[src/rtl/wb_pkg.sv]
// rtl/wb_pkg.sv - shared constants, entry type and helpers for the writeback write queue
package wb_pkg;

    localparam int NUM_REGS = 16;
    localparam int REG_AW   = 4;
    localparam int REG_DW   = 32;

    localparam logic [REG_AW-1:0] REG_RSVD_LO = 4'hE;
    localparam logic [REG_AW-1:0] REG_RSVD_HI = 4'hF;

    typedef struct packed {
        logic [REG_AW-1:0] dreg;
        logic [REG_DW-1:0] data;
    } wb_entry_t;

    // Registers 14/15 are ignored by the register file, so results for them are dropped.
    function automatic logic is_reserved(input logic [REG_AW-1:0] dreg);
        return (dreg == REG_RSVD_LO) || (dreg == REG_RSVD_HI);
    endfunction

endpackage

[src/rtl/wb_fifo_mem.sv]
// rtl/wb_fifo_mem.sv - DEPTH-entry storage with one write port and all entries readable
module wb_fifo_mem
    import wb_pkg::*;
#(
    parameter int DEPTH = 4,
    localparam int PW   = $clog2(DEPTH)
) (
    input  logic              clk,
    input  logic              i_we,
    input  logic [PW-1:0]     i_waddr,
    input  wb_entry_t         i_wentry,
    output wb_entry_t         o_entries [DEPTH]
);

    wb_entry_t r_mem [DEPTH];

    // Storage needs no reset: occupancy is tracked by the pointers in the parent.
    always_ff @(posedge clk) begin
        if (i_we) begin
            r_mem[i_waddr] <= i_wentry;
        end
    end

    // Every entry is exposed so the hazard matcher can scan the whole queue.
    always_comb begin
        for (int i = 0; i < DEPTH; i++) begin
            o_entries[i] = r_mem[i];
        end
    end

endmodule

[src/rtl/wb_write_queue.sv]
// rtl/wb_write_queue.sv - in-order writeback queue with hazard lookup; optional forwarding via WB_FWD_EN
module wb_write_queue
    import wb_pkg::*;
#(
    parameter int DEPTH = 4,
    parameter int DW    = 32,
    parameter int AW    = 4,
    localparam int PW   = $clog2(DEPTH),
    localparam int CW   = PW + 1
) (
    input  logic          clk,
    input  logic          reset,
    input  logic          in_valid,
    output logic          in_ready,
    input  logic [AW-1:0] in_dreg,
    input  logic [DW-1:0] in_data,
    input  logic          hold,
    output logic          wr_en,
    output logic [AW-1:0] wr_dreg,
    output logic [DW-1:0] wr_data,
    input  logic [AW-1:0] q1_reg,
    input  logic [AW-1:0] q2_reg,
    output logic          q1_busy,
    output logic          q2_busy,
    output logic [CW-1:0] count,
`ifdef WB_FWD_EN
    output logic          fwd1_hit,
    output logic          fwd2_hit,
    output logic [DW-1:0] fwd1_data,
    output logic [DW-1:0] fwd2_data,
`endif
    output logic [7:0]    drop_count
);

    localparam logic [CW-1:0] FULL_CNT = CW'(DEPTH);

    logic [CW-1:0] r_wr_ptr;
    logic [CW-1:0] r_rd_ptr;
    logic          r_wr_en;
    logic [AW-1:0] r_wr_dreg;
    logic [DW-1:0] r_wr_data;
    logic [7:0]    r_drop_cnt;

    logic [CW-1:0] w_count;
    logic          w_empty;
    logic          w_accept;
    logic          w_push;
    logic          w_bypass;
    logic          w_enq;
    logic          w_pop;
    wb_entry_t     w_in_entry;
    wb_entry_t     w_entries [DEPTH];
    wb_entry_t     w_head;

    assign w_count  = r_wr_ptr - r_rd_ptr;
    assign w_empty  = (w_count == '0);
    assign in_ready = (w_count != FULL_CNT);
    assign w_accept = in_valid && in_ready;
    assign w_push   = w_accept && !is_reserved(in_dreg);
    // An empty queue hands a new result straight to the output stage so it writes next cycle.
    assign w_bypass = w_push && w_empty && !hold;
    assign w_enq    = w_push && !w_bypass;
    assign w_pop    = !hold && !w_empty;

    assign w_in_entry.dreg = in_dreg;
    assign w_in_entry.data = in_data;
    assign w_head          = w_entries[r_rd_ptr[PW-1:0]];

    wb_fifo_mem #(.DEPTH(DEPTH)) u_mem (
        .clk       (clk),
        .i_we      (w_enq),
        .i_waddr   (r_wr_ptr[PW-1:0]),
        .i_wentry  (w_in_entry),
        .o_entries (w_entries)
    );

    // Pointer update; the extra MSB separates full from empty.
    always_ff @(posedge clk) begin
        if (reset) begin
            r_wr_ptr <= '0;
            r_rd_ptr <= '0;
        end else begin
            if (w_enq) r_wr_ptr <= r_wr_ptr + CW'(1);
            if (w_pop) r_rd_ptr <= r_rd_ptr + CW'(1);
        end
    end

    // Output stage holds one write for a full cycle; dreg/data keep last value when idle.
    always_ff @(posedge clk) begin
        if (reset) begin
            r_wr_en   <= 1'b0;
            r_wr_dreg <= '0;
            r_wr_data <= '0;
        end else if (w_pop) begin
            r_wr_en   <= 1'b1;
            r_wr_dreg <= w_head.dreg;
            r_wr_data <= w_head.data;
        end else if (w_bypass) begin
            r_wr_en   <= 1'b1;
            r_wr_dreg <= in_dreg;
            r_wr_data <= in_data;
        end else begin
            r_wr_en   <= 1'b0;
        end
    end

    // Saturating count of results discarded for reserved destinations.
    always_ff @(posedge clk) begin
        if (reset) begin
            r_drop_cnt <= '0;
        end else if (w_accept && is_reserved(in_dreg) && (r_drop_cnt != 8'hFF)) begin
            r_drop_cnt <= r_drop_cnt + 8'd1;
        end
    end

    function automatic logic lookup_busy(input logic [AW-1:0] q);
        logic          hit;
        logic [PW-1:0] idx;
        hit = r_wr_en && (r_wr_dreg == q);
        for (int k = 0; k < DEPTH; k++) begin
            idx = r_rd_ptr[PW-1:0] + PW'(k);
            if ((CW'(k) < w_count) && (w_entries[idx].dreg == q)) hit = 1'b1;
        end
        return hit && !is_reserved(q);
    endfunction

    // Hazard query: any pending write (queued or in the output stage) to the operand register.
    always_comb begin
        q1_busy = lookup_busy(q1_reg);
        q2_busy = lookup_busy(q2_reg);
    end

`ifdef WB_FWD_EN
    // Output stage is oldest, then head to tail; later matches override so the youngest wins.
    function automatic logic [DW-1:0] lookup_data(input logic [AW-1:0] q);
        logic [DW-1:0] d;
        logic [PW-1:0] idx;
        d = '0;
        if (r_wr_en && (r_wr_dreg == q)) d = r_wr_data;
        for (int k = 0; k < DEPTH; k++) begin
            idx = r_rd_ptr[PW-1:0] + PW'(k);
            if ((CW'(k) < w_count) && (w_entries[idx].dreg == q)) d = w_entries[idx].data;
        end
        return is_reserved(q) ? '0 : d;
    endfunction

    // Forwarded value for each decode operand; hit mirrors busy.
    always_comb begin
        fwd1_hit  = q1_busy;
        fwd2_hit  = q2_busy;
        fwd1_data = q1_busy ? lookup_data(q1_reg) : '0;
        fwd2_data = q2_busy ? lookup_data(q2_reg) : '0;
    end
`endif

    assign wr_en      = r_wr_en;
    assign wr_dreg    = r_wr_dreg;
    assign wr_data    = r_wr_data;
    assign count      = w_count;
    assign drop_count = r_drop_cnt;

endmodule

[config.mk]
export PLATFORM = sky130hd
export DESIGN_NAME = wb_write_queue
export DESIGN_NICKNAME = d
export VERILOG_FILES = /design/src/rtl/wb_pkg.sv /design/src/rtl/wb_fifo_mem.sv /design/src/rtl/wb_write_queue.sv
export SDC_FILE = /design/constraint.sdc
export NUM_CORES = 1
export LEC_CHECK = 0
export CELL_PAD_IN_SITES_DETAIL_PLACEMENT = 1
export CELL_PAD_IN_SITES_GLOBAL_PLACEMENT = 2
export CORE_MARGIN = 3
export CORE_UTILIZATION = 37
export CTS_CLUSTER_DIAMETER = 50
export DETAILED_ROUTE_END_ITERATION = 8
export PLACE_DENSITY = 0.73
export SYNTH_ARGS = -nofsm -noshare
export SYNTH_HDL_FRONTEND = slang
export SYNTH_HIERARCHICAL = 1
export SYNTH_SLANG_ARGS = --single-unit
[constraint.sdc]
create_clock -name clk -period 4.1 [get_ports clk]
set_clock_uncertainty 0.2 [all_clocks]
set_input_delay 1.23 -clock clk [delete_from_list [all_inputs] [get_ports clk]]
set_output_delay 1.23 -clock clk [all_outputs]
set_load 0.005 [all_outputs]
## After elaboration in Yosys (flattened, before gate mapping)

Memory sizes are Yosys's and may differ from the RTL's.
Index checks and enable logic that the tools add are counted.

- Register bits: 51
- Bits in writable memories: 144
- Input bits: 48
- Output and inout bits: 51
- Word-level logic and storage cells: 103
- Memories kept: 1

- Add/sub/neg operators: 7
- Order comparisons: 8
- Equality and inequality tests: 18
- Multiplexer cells: 28
- Bitwise gates (word level): 4
- Reductions and logical operators: 31

Memories:

| name | words | width | rd ports | clocked after Yosys merged registers in | write ports | line | source |
|---|---|---|---|---|---|---|---|
| u_mem.r_mem | 4 | 36 | 4 | 0 | 1 | wb_fifo_mem.sv:15 | `wb_entry_t r_mem [DEPTH];` |

Operator list:

| kind | number |
|---|---|
| $bmux W36 S2 | 4 |
| $mux W36 | 8 |
| $mux W32 | 2 |
| $eq A4 B4 Y1 | 10 |
| $eq A4 B4 Y1 const B | 6 |
| $logic_and A1 B1 Y1 | 20 |
| $ge A3 B3 Y1 const B | 4 |
| $mux W1 | 12 |
| $not A2 Y3 | 4 |
| $add A8 B1 Y8 const B | 1 |
| $mux W4 | 2 |
| $ne A8 B8 Y1 const B | 1 |
| $add A3 B1 Y3 const B | 2 |
| $logic_not A1 Y1 | 6 |
| $lt A1 B3 Y1 const A | 2 |
| $lt A2 B3 Y1 const A | 2 |
| $add A2 B2 Y2 const B | 2 |
| $logic_not A3 Y1 | 1 |
| $logic_or A1 B1 Y1 | 3 |
| $ne A3 B3 Y1 const B | 1 |
| $sub A3 B3 Y3 | 1 |
| $add A2 B1 Y2 const B | 1 |
| $reduce_bool A2 Y1 | 1 |

## Depth between registers and ports, before layout

- Depth in word-level cells: 11
- Depth in mapped cells: 12
- Depth with buffers taken out: 9

## By module

Netlist, hierarchy kept.

Modules (own cells, without submodules):

| module | instances | cells an instance | area an instance (um2) | seq. area each (um2) |
|---|---|---|---|---|
| wb_fifo_mem | 1 | 148 | 4361.7 | 4324.1 |
| wb_write_queue | 1 | 378 | 4070.2 | 1021.0 |

## Worst setup path after synthesis

Ideal clock, no wire load.

- Path type: reg2reg
- Start: register r_wr_ptr[0]
- End: memory u_mem/r_mem[0][0] (netlist name), enable pin
- Setup time: 423 ps
- Arrival: 3530 ps
- Required time: 3477 ps
- Path slack: -53 ps
- Cell stages (with the launch flop): 9
- Buffers on the path: 1
- Period minus slack after synthesis: 4153 ps
- Cell sequence: dfxtp_1 > inv_1 > ha_1 > fa_1 > xnor3_2 > and3_4 > buf_6 > a21oi_1 > nor3b_2

- Cells in the longest elaborated chain, start to end: 10
- Elaborated cells on any way between the ends: 11
- Those cells by class: add/sub: 1; eq/ne: 1; mux: 2; reduce/logical: 7

Ends and longest elaborated chain:

| element | line | source |
|---|---|---|
| start: declaration | wb_write_queue.sv:37 | `logic [CW-1:0] r_wr_ptr;` |
| start signal: assignment | wb_write_queue.sv:83 | `if (w_enq) r_wr_ptr <= r_wr_ptr + CW'(1);` |
| $sub A3 B3 Y3 * | wb_write_queue.sv:55 | `assign w_count = r_wr_ptr - r_rd_ptr;` |
| $ne A3 B3 Y1 | wb_write_queue.sv:57 | `assign in_ready = (w_count != FULL_CNT);` |
| $logic_and A1 B1 Y1 | wb_write_queue.sv:58 | `assign w_accept = in_valid && in_ready;` |
| $logic_and A1 B1 Y1 | wb_write_queue.sv:59 | `assign w_push = w_accept && !is_reserved(in_dreg);` |
| $logic_and A1 B1 Y1 (2 in series) | wb_write_queue.sv:61 | `assign w_bypass = w_push && w_empty && !hold;` |
| $logic_not A1 Y1 | wb_write_queue.sv:62 | `assign w_enq = w_push && !w_bypass;` |
| $logic_and A1 B1 Y1 * | wb_write_queue.sv:62 |  |
| net w_enq | wb_write_queue.sv:49 | `logic w_enq;` |
| $mux W1 * | wb_fifo_mem.sv:19 | `if (i_we) begin` |
| $mux W1 (implied by the code) * | wb_fifo_mem.sv:20 | `r_mem[i_waddr] <= i_wentry;` |
| end: declaration | wb_fifo_mem.sv:15 |  |

The timed path passes the listed nets; every way through them passes the cells marked *.

## Worst setup path in the final report

- Start: register r_rd_ptr[0]
- End: output q2_busy

- Cells in the longest elaborated chain, start to end: 11
- Elaborated cells on any way between the ends: 37
- Those cells by class: add/sub: 4; order compare: 4; eq/ne: 4; mux: 16; bitwise: 4; reduce/logical: 5

Ends and longest elaborated chain:

| element | line | source |
|---|---|---|
| start: declaration | wb_write_queue.sv:38 | `logic [CW-1:0] r_rd_ptr;` |
| start signal: assignment | wb_write_queue.sv:84 | `if (w_pop) r_rd_ptr <= r_rd_ptr + CW'(1);` |
| $add A2 B1 Y2 or $not A2 Y3 (tied branches) | wb_write_queue.sv:121, wb_write_queue.sv:122 |  |
| $not A2 Y3 (implied by the code) or $bmux W36 S2 (tied branches) | wb_write_queue.sv:122 | `if ((CW'(k) < w_count) && (w_entries[idx].dreg == q)) hit = 1'b1;` |
| $bmux W36 S2 or $mux W36 (tied branches) | wb_write_queue.sv:122 |  |
| $mux W36 (implied by the code) | wb_write_queue.sv:122 |  |
| $mux W36 (implied by the code) or $eq A4 B4 Y1 (tied branches) | wb_write_queue.sv:122 |  |
| $eq A4 B4 Y1 or $logic_and A1 B1 Y1 (tied branches) | wb_write_queue.sv:122 |  |
| $logic_and A1 B1 Y1 or $mux W1 (tied branches) | wb_write_queue.sv:122 |  |
| $mux W1 (2 in series) | wb_write_queue.sv:122 |  |
| $mux W1 * | wb_write_queue.sv:122 |  |
| $logic_and A1 B1 Y1 * | wb_write_queue.sv:124 | `return hit && !is_reserved(q);` |
| end: declaration | wb_write_queue.sv:24 | `output logic q2_busy,` |

Mark *: on every way between the ends. The rest lies on a longest branch, timed or not. The select of a mux whose other input is x is not followed.

==> metrics <==
Unique masters post-synth 40; Filler Cell Count 2,138; sequential share of power between 30% and 40%; Setup WS pre-CTS -539 ps; Initial Utilization 38.2%; Area growth syn-to-layout 26.5%; final hold slack 305 ps; CTS tree done; Iter 0 DRT Violations 319; Worst R2R Start r_rd_ptr[1]; Comb power frac 40.9%; worst r2r path cells 9; Synth warnings 6; pwr dens 700 nW/um^2; leading cell type in the layout, fill and taps excluded edfxtp_1; worst-path fanout max 8; leakage power between 3 and 4 nW; final core utilization slightly below 50%; Synth Cell Area 8430 um^2; Num CTS Buffers 17; beginning of the worst hold path wr_data[24]; Int Pwr about 5.0 mW; GRT Overall Usage between 10% and 20%; RSZ-0062 raised after global routing true; syn_nets between 500 and 600; port bufs 98; Synth Area in Compound Gates under 10%; Critical Path AT 2610 ps; Hold Path Sink wr_data[24]; Hold-fix buffers, CTS 0; Post-Route WL 20,300 um; IO Pins 99; commonest non-fill, non-tap cells in the layout edfxtp_1, clkdlybuf4s50_1, nor2_1; critical path required time roughly 2700 ps; grt total ovfl 0; Syn Area/Cell 16.0 um^2; chip height between 150 and 200 um; type of origin of the critical path flop; DRC 0; Root Driver clkbuf_16; Main synth FF type edfxtp_1; number of global-route vias before repair 5,513; vias per cell 5.35; Max Root-Sink Buffers 2; sw power 2.47 mW; Nets 704; Clk pin slew, worst setup/hold paths 70 ps; max-cap viol count 0; setup TNS 0 ps; Slew @ Worst Pin 678 ps; simple-gate share of the synthesized area 5.31%; Final setup viols 0; Initial DRT Pass Iterations 4; Clock Power Share 22.1%; Switching Fraction 33.1%; Slew headroom a little over half; Cells after Synth 526; Die Area 24,600 um^2; fin. max-slew vios 0; EDFF count, synth 144; Vias 5,047; largest family of logic cells by synthesized area multiplexers; xor and xnor fraction of the mapped netlist area 5.58%; mux cell area share after synthesis 16.9%; # rows 54; sequential-to-total area share from yosys stat 63.4%; R2R Setup Slk 970 ps; adder-cell share of the synthesized area 0.831%; Avg WL per Cell between 20 and 25 um; # diodes 0; die width roughly 160 um; CP Capture Type primary output; Detail Placement HPWL roughly 13,000 um; ANT nets after route 0; hold depth 2; htree depth 4; first-pass GRT wire length 31,600 um; largest net degree at the start of global routing between 40 and 50; r2r endpoint u_mem/r_mem[0][20]; Sink Count 195; antenna violations before repair 0; minimum clock period just over 4000 ps; Worst Slack Setup Final 61.0 ps; total power draw 7.46 mW; GPL Wtd Cong ~0.79; Yosys reg bits 195; layout cells sized above 1 a little under a quarter; critical path class reg2out; outcome finished, final reports clean; core box area between 20,000 and 25,000 um^2; Tcrit/Tclk final 98.5%; asr flop ratio synth 0%; worst hold path type reg2reg; Worst-Skew Late Latency 430 ps; fmax 0.248 GHz; peak supply drop 361 uV; Final Hold Viols 0
==> cells by family (layout without fill, tap and decap cells) <==
family	count (synthesis)	after routing
fa+ha+maj	5	5
buf+inv	43	181
mux	82	82
simple gates	96	96
compound gates	53	53
xor+xnor	52	52
flops	195	195
==> power groups by stage <==
stage / Clock, mW / Sequential [mW] / Combinational, mW
floorplan: 0 / 2.78 / 1.81
global placement: 0 / 2.77 / 2.84
detailed placement: 0 / 2.81 / 2.90
CTS: 1.69 / 2.77 / 3.05
global route: 1.77 / 2.80 / 3.31
finish: 1.65 / 2.76 / 3.05
==> critical path: stages, from the launching register on <==
cell	delay [ps]
dfxtp_4	380
ha_4	280
buf_12	120
mux4_2	520
buf_4	150
xor2_1	130
nor3_1	190
a31oi_1	110
a32oi_1	160
buf_2	140
==> layer usage <==
metal	share of wire [%]	track usage [%]	vias up
met3	3.1	2.83	29
met4	2.2	6.42	0
met5	0	0	-
met2	52	29.3	104
met1	42	21.6	2629
li1	-	-	2285
==> metrics by stage <==
stage | instance area [um^2] | cells
final | 10700 | 944
after global routing | 10700 | 944
after CTS | 10600 | 940
after detailed placement | 9870 | 897
after global placement | 9870 | 897
after floorplan | 8440 | 526
==> worst max path at each step <==
stage,slack [ps],depth (start not counted),start,endpoint
5_1_grt,-80,9,r_rd_ptr[0],q1_busy
3_3_place_gp,-440,8,q1_reg[2],q1_busy
2_1_floorplan,380,8,r_wr_ptr[0],u_mem/r_mem[0][0]
4_1_cts,-4,10,r_rd_ptr[0],q1_busy
6_report,60,9,r_rd_ptr[0],q2_busy
3_5_place_dp,-540,7,q2_reg[2],q2_busy
==> cells in the mapped netlist, drive strengths merged (10+ instances only) <==
cell type | number | area (um^2)
dfxtp | 51 | 1020
xnor2 | 24 | 210
buf | 19 | 131
mux4 | 48 | 1080
xor2 | 27 | 236
a211oi | 33 | 318
nand2 | 10 | 37.5
nand3 | 11 | 55.1
edfxtp | 144 | 4320
clkbuf | 18 | 71.3
nor2 | 52 | 203
mux2i | 34 | 340
==> sequential cells by signal, indices dropped and copies added (netlist names) <==
| name | cells |
|---|---|
| wr_data | 32 |
| r_rd_ptr | 3 |
| drop_count | 8 |
| u_mem/r_mem | 144 |
| r_wr_ptr | 3 |
| wr_en | 1 |
| wr_dreg | 4 |
==> cell type report <==
type	instances	area, um^2	share of cell area (%)
sequential	195	5350	50.2
multi-input combinational	288	2920	27.4
timing repair buffer	143	1430	13.4
clock buffer	19	443	4.15
tap	280	350	3.28
clock inverter	13	145	1.36
inverter	6	22.5	0.211
==> timing repair <==
action / in CTS / in global routing
gates cloned: 1 / 0
endpoints found under the setup margin: 2 / 2
pin swaps: 6 / 4
setup buffers: 10 / 4
endpoints found under the hold margin: 0 / 0
gates resized for setup: 27 / 3
No activity file was read; power rests on OpenSTA's default activity.
